### src/rtl/rtoy_mdu_pkg.sv
// Shared definitions for the MDU issue/sequencing controller:
// FSM state encoding, MDU op codes and default cycle counts.
package rtoy_mdu_pkg;

  typedef enum logic [1:0] {
    S_IDLE = 2'd0,
    S_BUSY = 2'd1,
    S_WB   = 2'd2
  } mdu_state_e;

  localparam logic [1:0] OP_MUL  = 2'd0;
  localparam logic [1:0] OP_MULH = 2'd1;
  localparam logic [1:0] OP_DIV  = 2'd2;
  localparam logic [1:0] OP_REM  = 2'd3;

  localparam int MUL_CYCLES_DEF = 4;
  localparam int DIV_CYCLES_DEF = 32;
  localparam int CW_DEF         = 6;

endpackage

### src/rtl/mdu_ctrl_if.sv
// Pipeline <-> MDU controller signal bundle.
// master: pipeline side (decode/E/W drive requests, observe stall/hold/writeback).
// slave : mdu_ctrl.
// Handshake: Start_E is a one-cycle issue strobe that is only legal while the
// controller is idle (MDUBusy=0); there is no ready signal, decode is instead
// held off by Stall_D, and the whole pipeline by PipeHold.
interface mdu_ctrl_if;
  logic       Req_D;
  logic [4:0] RA0_D;
  logic [4:0] RA1_D;
  logic       RS1Used_D;
  logic       RS2Used_D;
  logic [4:0] WA_D;
  logic       WEN_D;
  logic       Start_E;
  logic [1:0] Op_E;
  logic [4:0] WA_E;
  logic       Short_E;
  logic       WEN_W;
  logic       MDUStart;
  logic [1:0] MDUOp;
  logic       MDUBusy;
  logic       Stall_D;
  logic       PipeHold;
  logic       MDUWrite;
  logic [4:0] WA_MDU;
  logic       WEN_MDU;

  modport master (
    output Req_D, RA0_D, RA1_D, RS1Used_D, RS2Used_D, WA_D, WEN_D,
           Start_E, Op_E, WA_E, Short_E, WEN_W,
    input  MDUStart, MDUOp, MDUBusy, Stall_D, PipeHold, MDUWrite, WA_MDU, WEN_MDU
  );

  modport slave (
    input  Req_D, RA0_D, RA1_D, RS1Used_D, RS2Used_D, WA_D, WEN_D,
           Start_E, Op_E, WA_E, Short_E, WEN_W,
    output MDUStart, MDUOp, MDUBusy, Stall_D, PipeHold, MDUWrite, WA_MDU, WEN_MDU
  );
endinterface

### src/rtl/mdu_cycle_cnt.sv
// Loadable down-counter with zero flag; times the BUSY phase of an MDU op.
module mdu_cycle_cnt #(
  parameter int CW = 6
) (
  input  logic          clk,
  input  logic          rst,
  input  logic          load,
  input  logic [CW-1:0] load_val,
  input  logic          dec,
  output logic          zero
);
  logic [CW-1:0] cnt;

  // Load has priority over decrement; reset clears the count.
  always_ff @(posedge clk) begin
    if (rst)       cnt <= '0;
    else if (load) cnt <= load_val;
    else if (dec)  cnt <= cnt - 1'b1;
  end

  assign zero = (cnt == '0);
endmodule

### src/rtl/mdu_ctrl.sv
// MDU issue/sequencing controller: runs the per-op cycle count, keeps a
// single-entry scoreboard for the MDU destination, raises decode stalls and
// owns the register-file write port during the MDU writeback cycle.
// Optional build macro: MDU_EARLY_OUT_EN (short-operand MUL/MULH finish after
// a single BUSY cycle).
module mdu_ctrl
  import rtoy_mdu_pkg::*;
#(
  parameter int MUL_CYCLES = MUL_CYCLES_DEF,
  parameter int DIV_CYCLES = DIV_CYCLES_DEF,
  parameter int CW         = CW_DEF
) (
  input  logic       CLK,
  input  logic       RST,
  mdu_ctrl_if.slave  ifc,
  output mdu_state_e dbg_state
);
  mdu_state_e    state;
  logic [1:0]    op_q;
  logic [4:0]    wa_q;
  logic          busy_q;
  logic          write_q;
  logic          wen_q;
  logic          issue;
  logic          cnt_zero;
  logic [CW-1:0] load_val;

  assign issue = (state == S_IDLE) && ifc.Start_E;

  // Count to load on issue: N-1 so that BUSY lasts exactly N cycles.
  always_comb begin
    load_val = ifc.Op_E[1] ? CW'(DIV_CYCLES - 1) : CW'(MUL_CYCLES - 1);
`ifdef MDU_EARLY_OUT_EN
    if (ifc.Short_E && !ifc.Op_E[1]) load_val = '0;
`endif
  end

`ifndef MDU_EARLY_OUT_EN
  logic unused_short;
  assign unused_short = ifc.Short_E;
`endif

  mdu_cycle_cnt #(.CW(CW)) u_cnt (
    .clk      (CLK),
    .rst      (RST),
    .load     (issue),
    .load_val (load_val),
    .dec      ((state == S_BUSY) && !cnt_zero),
    .zero     (cnt_zero)
  );

  // Sequencing FSM with registered op/destination and writeback controls.
  always_ff @(posedge CLK) begin
    if (RST) begin
      state   <= S_IDLE;
      op_q    <= OP_MUL;
      wa_q    <= '0;
      busy_q  <= 1'b0;
      write_q <= 1'b0;
      wen_q   <= 1'b1;
    end else begin
      case (state)
        S_IDLE: if (ifc.Start_E) begin
          state  <= S_BUSY;
          op_q   <= ifc.Op_E;
          wa_q   <= ifc.WA_E;
          busy_q <= 1'b1;
        end
        S_BUSY: if (cnt_zero) begin
          state   <= S_WB;
          write_q <= 1'b1;
          wen_q   <= 1'b0;
        end
        S_WB: begin
          state   <= S_IDLE;
          busy_q  <= 1'b0;
          write_q <= 1'b0;
          wen_q   <= 1'b1;
        end
        default: state <= S_IDLE;
      endcase
    end
  end

  // Scoreboard compares: structural, RAW (in flight and being issued), WAW.
  // The in-flight terms cover WB as well since the register file does not
  // forward the value being written.
  always_comb begin
    logic structural, raw_busy, raw_issue, waw;
    structural = ifc.Req_D && (busy_q || ifc.Start_E);
    raw_busy   = busy_q && ((ifc.RS1Used_D && ifc.RA0_D == wa_q) ||
                            (ifc.RS2Used_D && ifc.RA1_D == wa_q));
    raw_issue  = ifc.Start_E && ((ifc.RS1Used_D && ifc.RA0_D == ifc.WA_E) ||
                                 (ifc.RS2Used_D && ifc.RA1_D == ifc.WA_E));
    waw        = !ifc.WEN_D && ((busy_q && ifc.WA_D == wa_q) ||
                                (ifc.Start_E && ifc.WA_D == ifc.WA_E));
    ifc.Stall_D = structural || raw_busy || raw_issue || waw;
  end

  assign ifc.MDUStart = issue;
  assign ifc.MDUOp    = op_q;
  assign ifc.MDUBusy  = busy_q;
  assign ifc.PipeHold = (state == S_WB) && !ifc.WEN_W;
  assign ifc.MDUWrite = write_q;
  assign ifc.WA_MDU   = wa_q;
  assign ifc.WEN_MDU  = wen_q;
  assign dbg_state    = state;
endmodule
### src/flat_wrapper.sv
// flat-port wrapper written by rule: the top's interface ports become plain ports
module mdu_ctrl_flat import rtoy_mdu_pkg::*;
#(
  parameter int MUL_CYCLES = MUL_CYCLES_DEF,
  parameter int DIV_CYCLES = DIV_CYCLES_DEF,
  parameter int CW         = CW_DEF
)
  (CLK, RST, dbg_state, ifc_Req_D, ifc_RA0_D, ifc_RA1_D, ifc_RS1Used_D, ifc_RS2Used_D, ifc_WA_D, ifc_WEN_D, ifc_Start_E, ifc_Op_E, ifc_WA_E, ifc_Short_E, ifc_WEN_W, ifc_MDUStart, ifc_MDUOp, ifc_MDUBusy, ifc_Stall_D, ifc_PipeHold, ifc_MDUWrite, ifc_WA_MDU, ifc_WEN_MDU);
  mdu_ctrl_if ifc_i ();
  input  logic CLK;
  input  logic RST;
  output mdu_state_e dbg_state;
  input wire logic [$bits(ifc_i.Req_D)-1:0] ifc_Req_D;
  input wire logic [$bits(ifc_i.RA0_D)-1:0] ifc_RA0_D;
  input wire logic [$bits(ifc_i.RA1_D)-1:0] ifc_RA1_D;
  input wire logic [$bits(ifc_i.RS1Used_D)-1:0] ifc_RS1Used_D;
  input wire logic [$bits(ifc_i.RS2Used_D)-1:0] ifc_RS2Used_D;
  input wire logic [$bits(ifc_i.WA_D)-1:0] ifc_WA_D;
  input wire logic [$bits(ifc_i.WEN_D)-1:0] ifc_WEN_D;
  input wire logic [$bits(ifc_i.Start_E)-1:0] ifc_Start_E;
  input wire logic [$bits(ifc_i.Op_E)-1:0] ifc_Op_E;
  input wire logic [$bits(ifc_i.WA_E)-1:0] ifc_WA_E;
  input wire logic [$bits(ifc_i.Short_E)-1:0] ifc_Short_E;
  input wire logic [$bits(ifc_i.WEN_W)-1:0] ifc_WEN_W;
  output wire logic [$bits(ifc_i.MDUStart)-1:0] ifc_MDUStart;
  output wire logic [$bits(ifc_i.MDUOp)-1:0] ifc_MDUOp;
  output wire logic [$bits(ifc_i.MDUBusy)-1:0] ifc_MDUBusy;
  output wire logic [$bits(ifc_i.Stall_D)-1:0] ifc_Stall_D;
  output wire logic [$bits(ifc_i.PipeHold)-1:0] ifc_PipeHold;
  output wire logic [$bits(ifc_i.MDUWrite)-1:0] ifc_MDUWrite;
  output wire logic [$bits(ifc_i.WA_MDU)-1:0] ifc_WA_MDU;
  output wire logic [$bits(ifc_i.WEN_MDU)-1:0] ifc_WEN_MDU;
  assign ifc_i.Req_D = ifc_Req_D;
  assign ifc_i.RA0_D = ifc_RA0_D;
  assign ifc_i.RA1_D = ifc_RA1_D;
  assign ifc_i.RS1Used_D = ifc_RS1Used_D;
  assign ifc_i.RS2Used_D = ifc_RS2Used_D;
  assign ifc_i.WA_D = ifc_WA_D;
  assign ifc_i.WEN_D = ifc_WEN_D;
  assign ifc_i.Start_E = ifc_Start_E;
  assign ifc_i.Op_E = ifc_Op_E;
  assign ifc_i.WA_E = ifc_WA_E;
  assign ifc_i.Short_E = ifc_Short_E;
  assign ifc_i.WEN_W = ifc_WEN_W;
  assign ifc_MDUStart = ifc_i.MDUStart;
  assign ifc_MDUOp = ifc_i.MDUOp;
  assign ifc_MDUBusy = ifc_i.MDUBusy;
  assign ifc_Stall_D = ifc_i.Stall_D;
  assign ifc_PipeHold = ifc_i.PipeHold;
  assign ifc_MDUWrite = ifc_i.MDUWrite;
  assign ifc_WA_MDU = ifc_i.WA_MDU;
  assign ifc_WEN_MDU = ifc_i.WEN_MDU;
  mdu_ctrl #(.MUL_CYCLES(MUL_CYCLES), .DIV_CYCLES(DIV_CYCLES), .CW(CW)) u_core (.CLK(CLK), .RST(RST), .ifc(ifc_i), .dbg_state(dbg_state));
endmodule
### config.mk
export PLATFORM = sky130hd
export DESIGN_NAME = mdu_ctrl_flat
export DESIGN_NICKNAME = d
export VERILOG_FILES = /design/src/rtl/rtoy_mdu_pkg.sv /design/src/rtl/mdu_ctrl_if.sv /design/src/rtl/mdu_cycle_cnt.sv /design/src/rtl/mdu_ctrl.sv /design/src/flat_wrapper.sv
export SDC_FILE = /design/constraint.sdc
export NUM_CORES = 1
export LEC_CHECK = 0
export BUFFER_PORTS_ARGS = -buffer_cell sky130_fd_sc_hd__buf_4
export CAP_MARGIN = 20
export CORE_AREA = 2 2 40 78
export DETAILED_ROUTE_END_ITERATION = 10
export DIE_AREA = 0 0 42 80
export GPL_TIMING_DRIVEN = 0
export PLACE_DENSITY = 0.73
export SYNTH_ARGS = -nofsm -noshare
export SYNTH_HDL_FRONTEND = slang
export SYNTH_SLANG_ARGS = --single-unit
### constraint.sdc
create_clock -name CLK -period 1.79 [get_ports CLK]
set_clock_uncertainty 0.2 [all_clocks]
set_input_delay 0.358 -clock CLK [delete_from_list [all_inputs] [get_ports CLK]]
set_output_delay 0.358 -clock CLK [all_outputs]
set_load 0.05 [all_outputs]
Yosys cells after proc, flatten, opt, wreduce, memory -nomap -nowiden
Index checks and enable logic that the tools add are counted.
{"block": "word_totals", "inputBits": 31, "regBits": 18, "wordCells": 62, "out_inout_bits": 15}
{"block": "op_classes", "reduce_logical": 32, "add_sub_neg": 1, "n_mux": 12, "eq_ne": 10}
{"op": "$eq A5 B5 Y1", "n": 6}
{"op": "$logic_and A1 B1 Y1", "n": 13}
{"op": "$mux W6", "n": 2}
{"op": "$reduce_and A2 Y1", "n": 4}
{"op": "$logic_or A1 B1 Y1", "n": 7}
{"op": "$logic_not A6 Y1", "n": 1}
{"op": "$pmux W1 S2", "n": 3}
{"op": "$reduce_bool A2 Y1", "n": 3}
{"op": "$sub A6 B1 Y6 const B", "n": 1}
{"op": "$mux W5", "n": 1}
{"op": "$mux W2", "n": 2}
{"op": "$pmux W2 S2", "n": 1}
{"op": "$logic_not A1 Y1", "n": 3}
{"op": "$mux W1", "n": 3}
{"op": "$eq A2 B1 Y1 const B", "n": 1}
{"op": "$eq A2 B2 Y1 const B", "n": 1}
{"op": "$logic_not A2 Y1", "n": 1}
{"op": "$ne A2 B1 Y1 const B", "n": 1}
{"op": "$ne A2 B2 Y1 const B", "n": 1}

Depth between registers and ports, before layout
Gate-level depths: netlist of run 1.
{"block": "depth", "ltp_word": 7, "mapped_depth": 7, "ltp_nobuf": 7}

By module
From an unflattened synthesis of run 1, not the netlist that was laid out.
{"block": "hier_totals", "cells_unflattened": 130, "hier_area_um2": 1151.1}
{"module": "mdu_ctrl", "seq_area_each_um2": 240.2, "instances": 1, "area_each_um2": 808.3, "cells_each": 92}
{"module": "mdu_cycle_cnt", "seq_area_each_um2": 120.1, "instances": 1, "area_each_um2": 342.8, "cells_each": 38}

Worst setup path before layout of run 1
OpenSTA, ideal clock, no wires.
{"block": "synth_timing", "kind": "register to output", "from": "reg u_core.state[1], in the netlist u_core.dbg_state[1]", "to": "out ifc_PipeHold", "required_ns": 1.232, "path_slack_ns": -0.745, "n_path_buf": 0, "stages_incl_launch_ff": 3, "arrival_time_ns": 1.977, "cell_sequence": "dfxtp_1 inv_1 nor3_1"}
{"block": "synth_between", "elab_chain_cells": 2}
{"element": "start: declaration", "line": "mdu_ctrl.sv:18", "rtl": "mdu_state_e state;"}
{"element": "start signal: assignment", "line": "mdu_ctrl.sv:55", "rtl": "state <= S_IDLE;"}
{"element": "start signal: assignment", "line": "mdu_ctrl.sv:64", "rtl": "state <= S_BUSY;"}
{"element": "start signal: assignment", "line": "mdu_ctrl.sv:70", "rtl": "state <= S_WB;"}
{"element": "$eq A2 B2 Y1", "line": "mdu_ctrl.sv:103", "rtl": "assign ifc.PipeHold = (state == S_WB) && !ifc.WEN_W;"}
{"element": "$logic_and A1 B1 Y1", "line": "mdu_ctrl.sv:103"}
{"element": "end: declaration", "line": "flat_wrapper.sv:29", "rtl": "output wire logic [$bits(ifc_i.PipeHold)-1:0] ifc_PipeHold;"}
Every way passes these cells.

Final worst setup path of run 1
{"block": "layout_timing", "from": "reg u_core.wa_q[4], in the netlist u_core.ifc.WA_MDU[4]", "to": "out ifc_Stall_D"}
{"block": "layout_between", "elab_chain_cells": 7, "elab_cells_between_ends": 13, "cone_classes": "eq/ne (3); reduce/logical (10)"}
{"element": "start: declaration", "line": "mdu_ctrl.sv:20", "rtl": "logic [4:0] wa_q;"}
{"element": "start signal: assignment", "line": "mdu_ctrl.sv:66", "rtl": "wa_q <= ifc.WA_E;"}
{"element": "$eq A5 B5 Y1 (on tied branches)", "line": "mdu_ctrl.sv:91, mdu_ctrl.sv:92"}
{"element": "$logic_and A1 B1 Y1 (on tied branches)", "line": "mdu_ctrl.sv:91, mdu_ctrl.sv:92"}
{"element": "$logic_or A1 B1 Y1", "line": "mdu_ctrl.sv:91", "rtl": "raw_busy = busy_q && ((ifc.RS1Used_D && ifc.RA0_D == wa_q) ||"}
{"element": "$logic_and A1 B1 Y1", "line": "mdu_ctrl.sv:91"}
{"element": "$logic_or A1 B1 Y1 (2 in a row)", "line": "mdu_ctrl.sv:97", "rtl": "ifc.Stall_D = structural || raw_busy || raw_issue || waw;"}
{"element": "$logic_or A1 B1 Y1 (*)", "line": "mdu_ctrl.sv:97"}
{"element": "end: declaration", "line": "flat_wrapper.sv:28", "rtl": "output wire logic [$bits(ifc_i.Stall_D)-1:0] ifc_Stall_D;"}
Every way passes the cells marked *; elsewhere a longest branch is shown, timed or not.

==> results.cfg, run 1 <==
[place]
routabilityCongestion = 0.948
dp.cells = 203
io_buffers = 44
hpwl_mm = 2.60

[power]
total_power_w = 0.00133
vdd_drop_max_uv = 621
leakagePower_nw = 0.715
p_per_area_nw_per_um2 = 777

[clocking]
tritoncts = built
cts.reportedPaths.clkPinSlew_ps = 70
clk_latency_ps = 260
cts_root_buf = clkbuf_8
clockBufferDepth = 2
cts_buffers = 3
cts_sinks = 18
h-tree-depth = 1

[final_layout]
syn_to_final_growth_pct = 56.3
multiInputGateArea_um2 = 835
antennaDiodeCount = 0
drive_gt1_share_pct = 45.7
seq_area_um2 = 383
nNetsFinal = 218
final_cells = 213
fillers = 235

[timing]
slew_violations = 0
period_minus_slack_ps = 2280
fin_crit_sh_pct = 128
setup-violations-final = 1
finalWorstSetupSlack_ps = -494
max_freq_mhz = 438
slew_headroom_pct = 69.3
rsz0062_at_grt = true
worstMarginPinSlew_ps = 461
whs_ps = 124
hold_violations = 0

[critical_path]
path_max_fanout = 5
critPathRequiredTime_ps = 1230
cp.arrival_ps = 1730
critical_path_class = flip-flop to primary output
cp-end-kind = primary output
cp-start-kind = flip-flop

[yosys]
yosysWarnings = 0
synthesis.nets = 163
synthDistinctLibCells = 26
netlist_instances = 130
synth_area_um2 = 1100
synth_seq_cells = 18
ys_seq_area_share_pct = 32.9
synth_area_per_cell_um2 = 8.43

[route]
drc_errors = 0
vias = 1162
antenna_left = 0
drt_wl_total_mm = 3.56
wl_per_cell_um = 16.7
drt_pass1_iterations = 4
initialDrtViolationCount = 32
viasPerCell = 5.46

[floorplan]
ioPinCount = 46
coreArea_um2 = 2740
die_height_um = 80
fp.dieW_um = 42
start_util_pct = 40.1
rows = 27
die-area_um2 = 3360

[global_route]
grt_pass1_wl_mm = 5.43
overflow = 0
antenna_found_initial = 0
grt_max_degree = 11
grtUsageTotal_pct = 21.8
grt_pass1_vias = 1196

[status]
violations = negative setup slack
outcome = finished, violations left

[run]
cap_violations = 0

[worst_hold_path]
worstHoldPathType = input pin to flip-flop
## report_power, final
group          internal, W  switching [W]
Sequential        0.000440      0.0000501
Clock             0.000159       0.000140
Combinational     0.000230       0.000312
Total             0.000828       0.000502
## logic make-up (layout without fill, tap and decap cells)
group	after synthesis	count (layout)	share of synthesized area, %
compound gates	24	24	12.2
simple gates	45	45	23.1
xor+xnor	34	34	27.2
buf+inv	7	61	2.40
flops	18	18	32.9
fa+ha+maj	2	2	2.28
## area by class of cell
type                       count  area share [%]
buffer                         2           0.438
clock buffer                   4            2.63
inverter                       5            1.39
multi-input combinational    105            48.7
sequential                    18            22.4
tap                           29            2.12
timing repair buffer          50            22.4
## critical path: stages (launching register included)
cell and delay (ps):
dfxtp_4 370, xor2_1 180, nor4_2 440, nand4b_1 160
nand4_1 140, buf_6 170
## cells in the mapped netlist
cell type | number | area share, %
nor3_2 | 1 | 0.91
inv_1 | 4 | 1.4
xor2_1 | 24 | 19
o21bai_1 | 1 | 0.69
nor4_1 | 8 | 4.6
clkinv_1 | 1 | 0.34
nand2b_1 | 2 | 1.1
dfxtp_1 | 18 | 33
ha_1 | 2 | 2.3
nand4_1 | 5 | 2.9
a21o_1 | 2 | 1.4
a211oi_1 | 1 | 0.69
nand2_1 | 16 | 5.5
or2_4 | 1 | 0.80
nor3_1 | 2 | 0.91
nand3_1 | 3 | 1.4
nor4b_2 | 1 | 1.4
a221oi_1 | 1 | 0.80
xnor2_1 | 10 | 8.0
clkbuf_1 | 2 | 0.69
o21ai_0 | 4 | 1.8
nand4b_1 | 2 | 1.6
nor2_1 | 2 | 0.69
and4_1 | 1 | 0.80
nor2b_1 | 1 | 0.57
a21oi_1 | 15 | 6.8
## cells in the final DEF (no fill, tap or decap), types with 3 or more instances in the layout
master     n
inv_2      4
buf_4     48
nand4_1    5
nor4_2     3
xor2_2     3
a21oi_1   15
dfxtp_2    3
dfxtp_1   10
clkbuf_8   3
dfxtp_4    5
nor4_1     4
o21ai_0    3
xnor2_1    9
xor2_1    21
nand2_1   16
clkbuf_1   3
## per-layer routing
metal / vias up / wire length [um] / share of wire [%] / track usage [%]
li1: 566 / - / - / -
met1: 532 / 1120 / 31 / 19.4
met2: 49 / 2040 / 57 / 42.8
met3: 15 / 202 / 5.7 / 1.81
met4: 0 / 205 / 5.8 / 16.1
met5: - / 0 / 0 / 0
## flip-flops by register name, indices dropped and copies added, names as in the netlist
name                 cells
u_core.ifc.MDUWrite      1
u_core.ifc.WA_MDU        5
u_core.ifc.MDUOp         2
u_core.u_cnt.cnt         6
u_core.dbg_state         2
u_core.ifc.WEN_MDU       1
u_core.ifc.MDUBusy       1
## worst paths after layout
kind / cells after the start / slack [ps] / end / start
min reg2reg: 2 / 260 / u_core.ifc.MDUOp[0] / u_core.ifc.MDUOp[0]
min: 2 / 120 / u_core.u_cnt.cnt[1] / RST
max: 5 / -490 / ifc_Stall_D / u_core.ifc.WA_MDU[4]
max reg2reg: 7 / 40 / u_core.u_cnt.cnt[4] / u_core.u_cnt.cnt[0]
## metrics by stage
| stage | worst slack (ps) | cell area (um2) | setup TNS [ps] | utilization [%] |
|---|---|---|---|---|
| after global placement | -386 | 1490 | -387 | 54.6 |
| final | -494 | 1710 | -494 | 62.6 |
| after global routing | -525 | 1710 | -596 | 62.6 |
| after floorplan | -249 | 1130 | -249 | - |
| after detailed placement | -376 | 1490 | -431 | 54.6 |
| after CTS | -430 | 1650 | -430 | 60.2 |
## timing repair
item | in CTS | in global routing
buffers inserted | 3 | 3
hold buffers | 0 | 0
gates resized for setup | 16 | 12
setup endpoints to repair | 5 | 6
pin swaps | 9 | 7
Note: power is estimated with default switching activity, not from simulation.
==> run 2, diff against run 1 <==
--- a/config.mk
+++ b/config.mk
@@ -11,7 +11,7 @@
 export DETAILED_ROUTE_END_ITERATION = 10
 export DIE_AREA = 0 0 42 80
 export GPL_TIMING_DRIVEN = 0
-export PLACE_DENSITY = 0.73
+export PLACE_DENSITY = 0.78
 export SYNTH_ARGS = -nofsm -noshare
 export SYNTH_HDL_FRONTEND = slang
 export SYNTH_SLANG_ARGS = --single-unit
==> run 2 against run 1 <==
Against the previous run: the flow still finishes with violations (negative setup slack); sequential power is essentially flat; die area unchanged; global-route usage is 0.91 points higher; first-iteration DRC count down 19%; clock power down 1%; flip-flop and latch count stayed put; hold slack gained 8.4 ps; clock-buffer cell count unchanged; critical path depth rose by 1; combinational power is essentially flat; power hardly changed; non-clock buffer count is 2 higher; critical path type unchanged; critical endpoint unchanged.
==> results.cfg, run 2 (same netlist as run 1, synthesis figures left out) <==
[global_route]
overflow = 0
grt_pass1_vias = 1293
grtUsageTotal_pct = 22.7
grt_pass1_wl_mm = 5.82
grt_max_degree = 11
antenna_found_initial = 0

[critical_path]
cp-end-kind = primary output
r2r.worst_path.cells = 8
critical_path_class = flip-flop to primary output
setup.worst_path.start = u_core.ifc.WA_MDU[3]
rrSetupSlack_ps = 10
cpMostUsedCell = nand4_1
cp.arrival_ps = 1730
crit_chain = xor2_1 > nor4_2 > nand4_1 > and4_1 > nand4_1 > buf_6
r2r_start = u_core.u_cnt.cnt[1]
crit_end = ifc_Stall_D
cpPeakStageDelay_ps = 370
critPathRequiredTime_ps = 1230
path_max_fanout = 5
r2r-end = u_core.u_cnt.cnt[0]
slowest_stage = dfxtp_4
cp-start-kind = flip-flop

[place]
place_area_um2 = 1490
hpwl_mm = 2.73
io_buffers = 44
routabilityCongestion = 0.926

[clocking]
cts_buffers = 3
clk_latency_ps = 260
clockBufferDepth = 2
cts.reportedPaths.clkPinSlew_ps = 70
cts_root_buf = clkbuf_8
h-tree-depth = 1
cts_sinks = 18
tritoncts = built

[floorplan]
coreArea_um2 = 2740
ioPinCount = 46
fp.dieW_um = 42
die-area_um2 = 3360
die_height_um = 80
rows = 27
start_util_pct = 40.1

[final_layout]
largest_register_ffs = 6
nNetsFinal = 220
largest-register = u_core.u_cnt.cnt
fillers = 230
syn_to_final_growth_pct = 55.7
antennaDiodeCount = 0
final_common_cell = buf_4
final_design_area_no_fill_um2 = 1710
final_cell_mix = 51 x buf_4, 22 x xor2_1, 16 x nand2_1, 15 x a21oi_1
drive_gt1_share_pct = 44.1

[route]
vias = 1206
antenna_left = 0
drc_errors = 0
drt_wl_total_mm = 3.80
initialDrtViolationCount = 26
viasPerCell = 5.61
drt_pass1_iterations = 4
wl_per_cell_um = 17.7

[power]
p_int_w = 0.000828
p_clk_share_pct = 22.2
p_per_area_nw_per_um2 = 779
p_switching_w = 0.000503
leakagePower_nw = 0.720
switching_share_pct = 37.8
pwr-share-comb_pct = 40.7
power_frac_seq_pct = 37.1
vdd_drop_max_uv = 516

[timing]
finalWorstSetupSlack_ps = -502
worstMarginPinSlew_ps = 456
rsz0062_at_grt = true
setup-violations-final = 1
slew_headroom_pct = 69.6
fin_setup_tns_ps = -502
hold_violations = 0
max_freq_mhz = 436
slew_violations = 0
fin_crit_sh_pct = 128
period_minus_slack_ps = 2290

[status]
outcome = finished, violations left
violations = negative setup slack

[worst_hold_path]
worstHoldPathType = input pin to flip-flop

[run]
cap_violations = 0
## run 2: how the worst min path moves through the flow
stage,start,cells after the start,slack (ps),to
after floorplan,RST,1,230,u_core.dbg_state[1]
after global placement,u_core.ifc.MDUOp[0],2,240,u_core.ifc.MDUOp[0]
after detailed placement,u_core.ifc.MDUOp[0],2,260,u_core.ifc.MDUOp[0]
after CTS,RST,2,130,u_core.u_cnt.cnt[5]
after global routing,RST,2,130,u_core.u_cnt.cnt[5]
final,RST,2,130,u_core.u_cnt.cnt[5]
## run 2: metal layers
layer / wire [um] / up-vias / track usage, %
met5: 0 / - / 0
met3: 133 / 9 / 1.81
met1: 1270 / 582 / 20.2
met4: 99 / 0 / 11.9
li1: - / 566 / -
met2: 2300 / 49 / 47.0
## run 2: worst max-delay path, delay by kind of cell, from the launching register on
| family | cells | cell delay [ps] |
|---|---|---|
| AND/OR/NAND/NOR | 4 | 760 |
| flip-flops | 1 | 370 |
| XOR/XNOR | 1 | 180 |
| buffers and inverters | 1 | 170 |
## run 2: timing repair
item	4_1_cts	5_1_grt
hold buffers	0	0
cloned	0	0
resized for setup	13	10
setup buffers	3	5
hold endpoints to repair	0	0
pin swaps	4	8
endpoints found under the setup margin	4	7
## run 2: cell type report
cell class	instances	area, um2	share of cell area [%]
well taps	29	36.3	2.13
flip-flops and latches	18	380	22.3
multi-input cells	105	820	48.0
repair buffers	52	394	23.1
plain buffers	2	7.51	0.440
inverters	5	23.8	1.39
clock buffers	4	45.0	2.64
## run 2: per-stage QoR
stage	utilization, %	hold WS, ps	total power, W	setup slack, ps	instances
6_report	62.4	132	0.00133	-502	215
5_1_grt	62.4	135	0.00138	-545	215
2_1_floorplan	-	228	0.000768	-249	130
3_5_place_dp	54.6	258	0.000936	-530	203
4_1_cts	59.5	130	0.00126	-478	210
3_3_place_gp	54.6	245	0.000920	-497	203
## run 2: power by group through the flow
| stage | clock (W) | sequential [W] | combinational [W] |
|---|---|---|---|
| after CTS | 0.000291 | 0.000486 | 0.000483 |
| after detailed placement | 0 | 0.000491 | 0.000445 |
| final | 0.000295 | 0.000493 | 0.000542 |
| after floorplan | 0 | 0.000556 | 0.000212 |
| after global routing | 0.000309 | 0.000497 | 0.000577 |
| after global placement | 0 | 0.000488 | 0.000432 |
==> run 3, diff against run 2 <==
==> constraint.sdc (replaced) <==
create_clock -name CLK -period 1.79 [get_ports CLK]
set_clock_uncertainty 0.2 [all_clocks]
set_input_delay 0.2685 -clock CLK [delete_from_list [all_inputs] [get_ports CLK]]
set_output_delay 0.2685 -clock CLK [all_outputs]
set_load 0.05 [all_outputs]
==> run 3 against run 2 <==
Against the previous run: critical path depth rose by 1; critical path type unchanged; first-iteration DRC count grew 7.7%; die area stayed put; highest routed layer unchanged; clock power fell by 1%; the run still ends with negative setup slack left.
==> results.cfg, run 3 (same netlist as run 1, synthesis figures left out) <==
[status]
outcome = finished, violations left
violations = negative setup slack

[route]
antenna_left = 0
initialDrtViolationCount = 28
drc_errors = 0
drt_wl_total_mm = 3.76
vias = 1197
drt_pass1_iterations = 4
wl_per_cell_um = 17.5
viasPerCell = 5.57

[global_route]
grt_pass1_vias = 1260
overflow = 0
busiest_layer = met2
grtUsageTotal_pct = 22.6
grt_max_degree = 11
grtUsageMet2_pct = 47.7
grt_pass1_wl_mm = 5.73
antenna_found_initial = 0
grt_use_met3_pct = 1.81
grtUsageMet1_pct = 19.6

[timing]
rsz0062_at_grt = true
slew_headroom_pct = 62.2
slew_violations = 0
fin_setup_tns_ps = -403
whs_ps = 44.5
fin_crit_sh_pct = 123
setup-violations-final = 1
finalWorstSetupSlack_ps = -403
period_minus_slack_ps = 2190
max_freq_mhz = 456
hold_violations = 0
worstMarginPinSlew_ps = 562

[critical_path]
rrSetupSlack_ps = 20
slowest_stage = dfxtp_4
r2r_start = u_core.u_cnt.cnt[1]
path_max_fanout = 4
crit_chain = buf_6 > xor2_2 > nor4_2 > nand4_1 > and4_1 > nand4_1 > buf_6
r2r.worst_path.cells = 8
cp.arrival_ps = 1720
cp-end-kind = primary output
critical_path_class = flip-flop to primary output
r2r-end = u_core.u_cnt.cnt[0]
critPathRequiredTime_ps = 1320
cp-start-kind = flip-flop
cpPeakStageDelay_ps = 370

[run]
cap_violations = 0

[final_layout]
largest-register = u_core.u_cnt.cnt
antennaDiodeCount = 0
nNetsFinal = 220
final_common_cell = buf_4
final_core_util_pct = 62.3
final_design_area_no_fill_um2 = 1700
syn_to_final_growth_pct = 55.5
final_cell_mix = 49 x buf_4, 21 x xor2_1, 16 x nand2_1, 15 x a21oi_1, 11 x dfxtp_1
drive_gt1_share_pct = 43.0
largest_register_ffs = 6

[clocking]
cts.reportedPaths.clkPinSlew_ps = 70
cts_sinks = 18
hold_buffers = 0
tritoncts = built
clk_latency_ps = 250
h-tree-depth = 1
clockBufferDepth = 2
cts_root_buf = clkbuf_8
cts_buffers = 3

[floorplan]
fp.dieW_um = 42
rows = 27
start_util_pct = 40.1
coreArea_um2 = 2740
die_height_um = 80
ioPinCount = 46
die-area_um2 = 3360

[power]
leakagePower_nw = 0.724
vdd_drop_max_uv = 485
total_power_w = 0.00132
p_per_area_nw_per_um2 = 773

[worst_hold_path]
hold_path_depth = 2
holdPathEnd = u_core.u_cnt.cnt[5]
worstHoldPathType = input pin to flip-flop
hp-start = RST

[place]
routabilityCongestion = 0.926
hpwl_mm = 2.73
io_buffers = 44
place_area_um2 = 1490
run 3: how the worst max path moves through the flow:
stage,from,to,slack [ps]
after floorplan,u_core.ifc.WA_MDU[1],ifc_Stall_D,-160
after global placement,ifc_RA1_D[1],ifc_Stall_D,-320
after detailed placement,ifc_RA1_D[1],ifc_Stall_D,-350
after CTS,u_core.ifc.WA_MDU[4],ifc_Stall_D,-390
after global routing,u_core.ifc.WA_MDU[3],ifc_Stall_D,-460
final,u_core.ifc.WA_MDU[3],ifc_Stall_D,-400
run 3: worst max-delay path, delay by kind of cell (launching register included):
| family | cells | cell delay [ps] |
|---|---|---|
| XOR/XNOR | 1 | 140 |
| buffers and inverters | 2 | 290 |
| flip-flops | 1 | 370 |
| AND/OR/NAND/NOR | 4 | 680 |
run 3: through the flow:
stage | worst slack (ps) | std cells
3_3_place_gp | -318 | 203
4_1_cts | -388 | 210
6_report | -403 | 215
5_1_grt | -463 | 215
3_5_place_dp | -351 | 203
2_1_floorplan | -160 | 130
run 3: area by class of cell:
| class | count | area [um2] |
|---|---|---|
| buffer | 2 | 7.51 |
| clock buffer | 4 | 45.0 |
| fill | 238 | 1030 |
| inverter | 5 | 21.3 |
| multi-input combinational | 105 | 813 |
| sequential | 18 | 379 |
| tap | 29 | 36.3 |
| timing repair buffer | 52 | 402 |
run 3: metal layers:
layer | vias to the layer above | wire [um]
li1 | 566 | -
met3 | 16 | 159
met4 | 0 | 195
met5 | - | 0
met2 | 53 | 2210
met1 | 562 | 1200
run 3: power breakdown:
group	switching [W]	internal (W)
Combinational	0.000308	0.000227
Clock	0.000133	0.000158
Sequential	0.0000512	0.000440
Total	0.000492	0.000825
run 3: timing repair:
action	CTS	global route
resized for setup	10	11
setup buffers	3	5
cloned	0	0
endpoints found under the hold margin	0	0
setup endpoints to repair	4	6
pin swaps	4	10
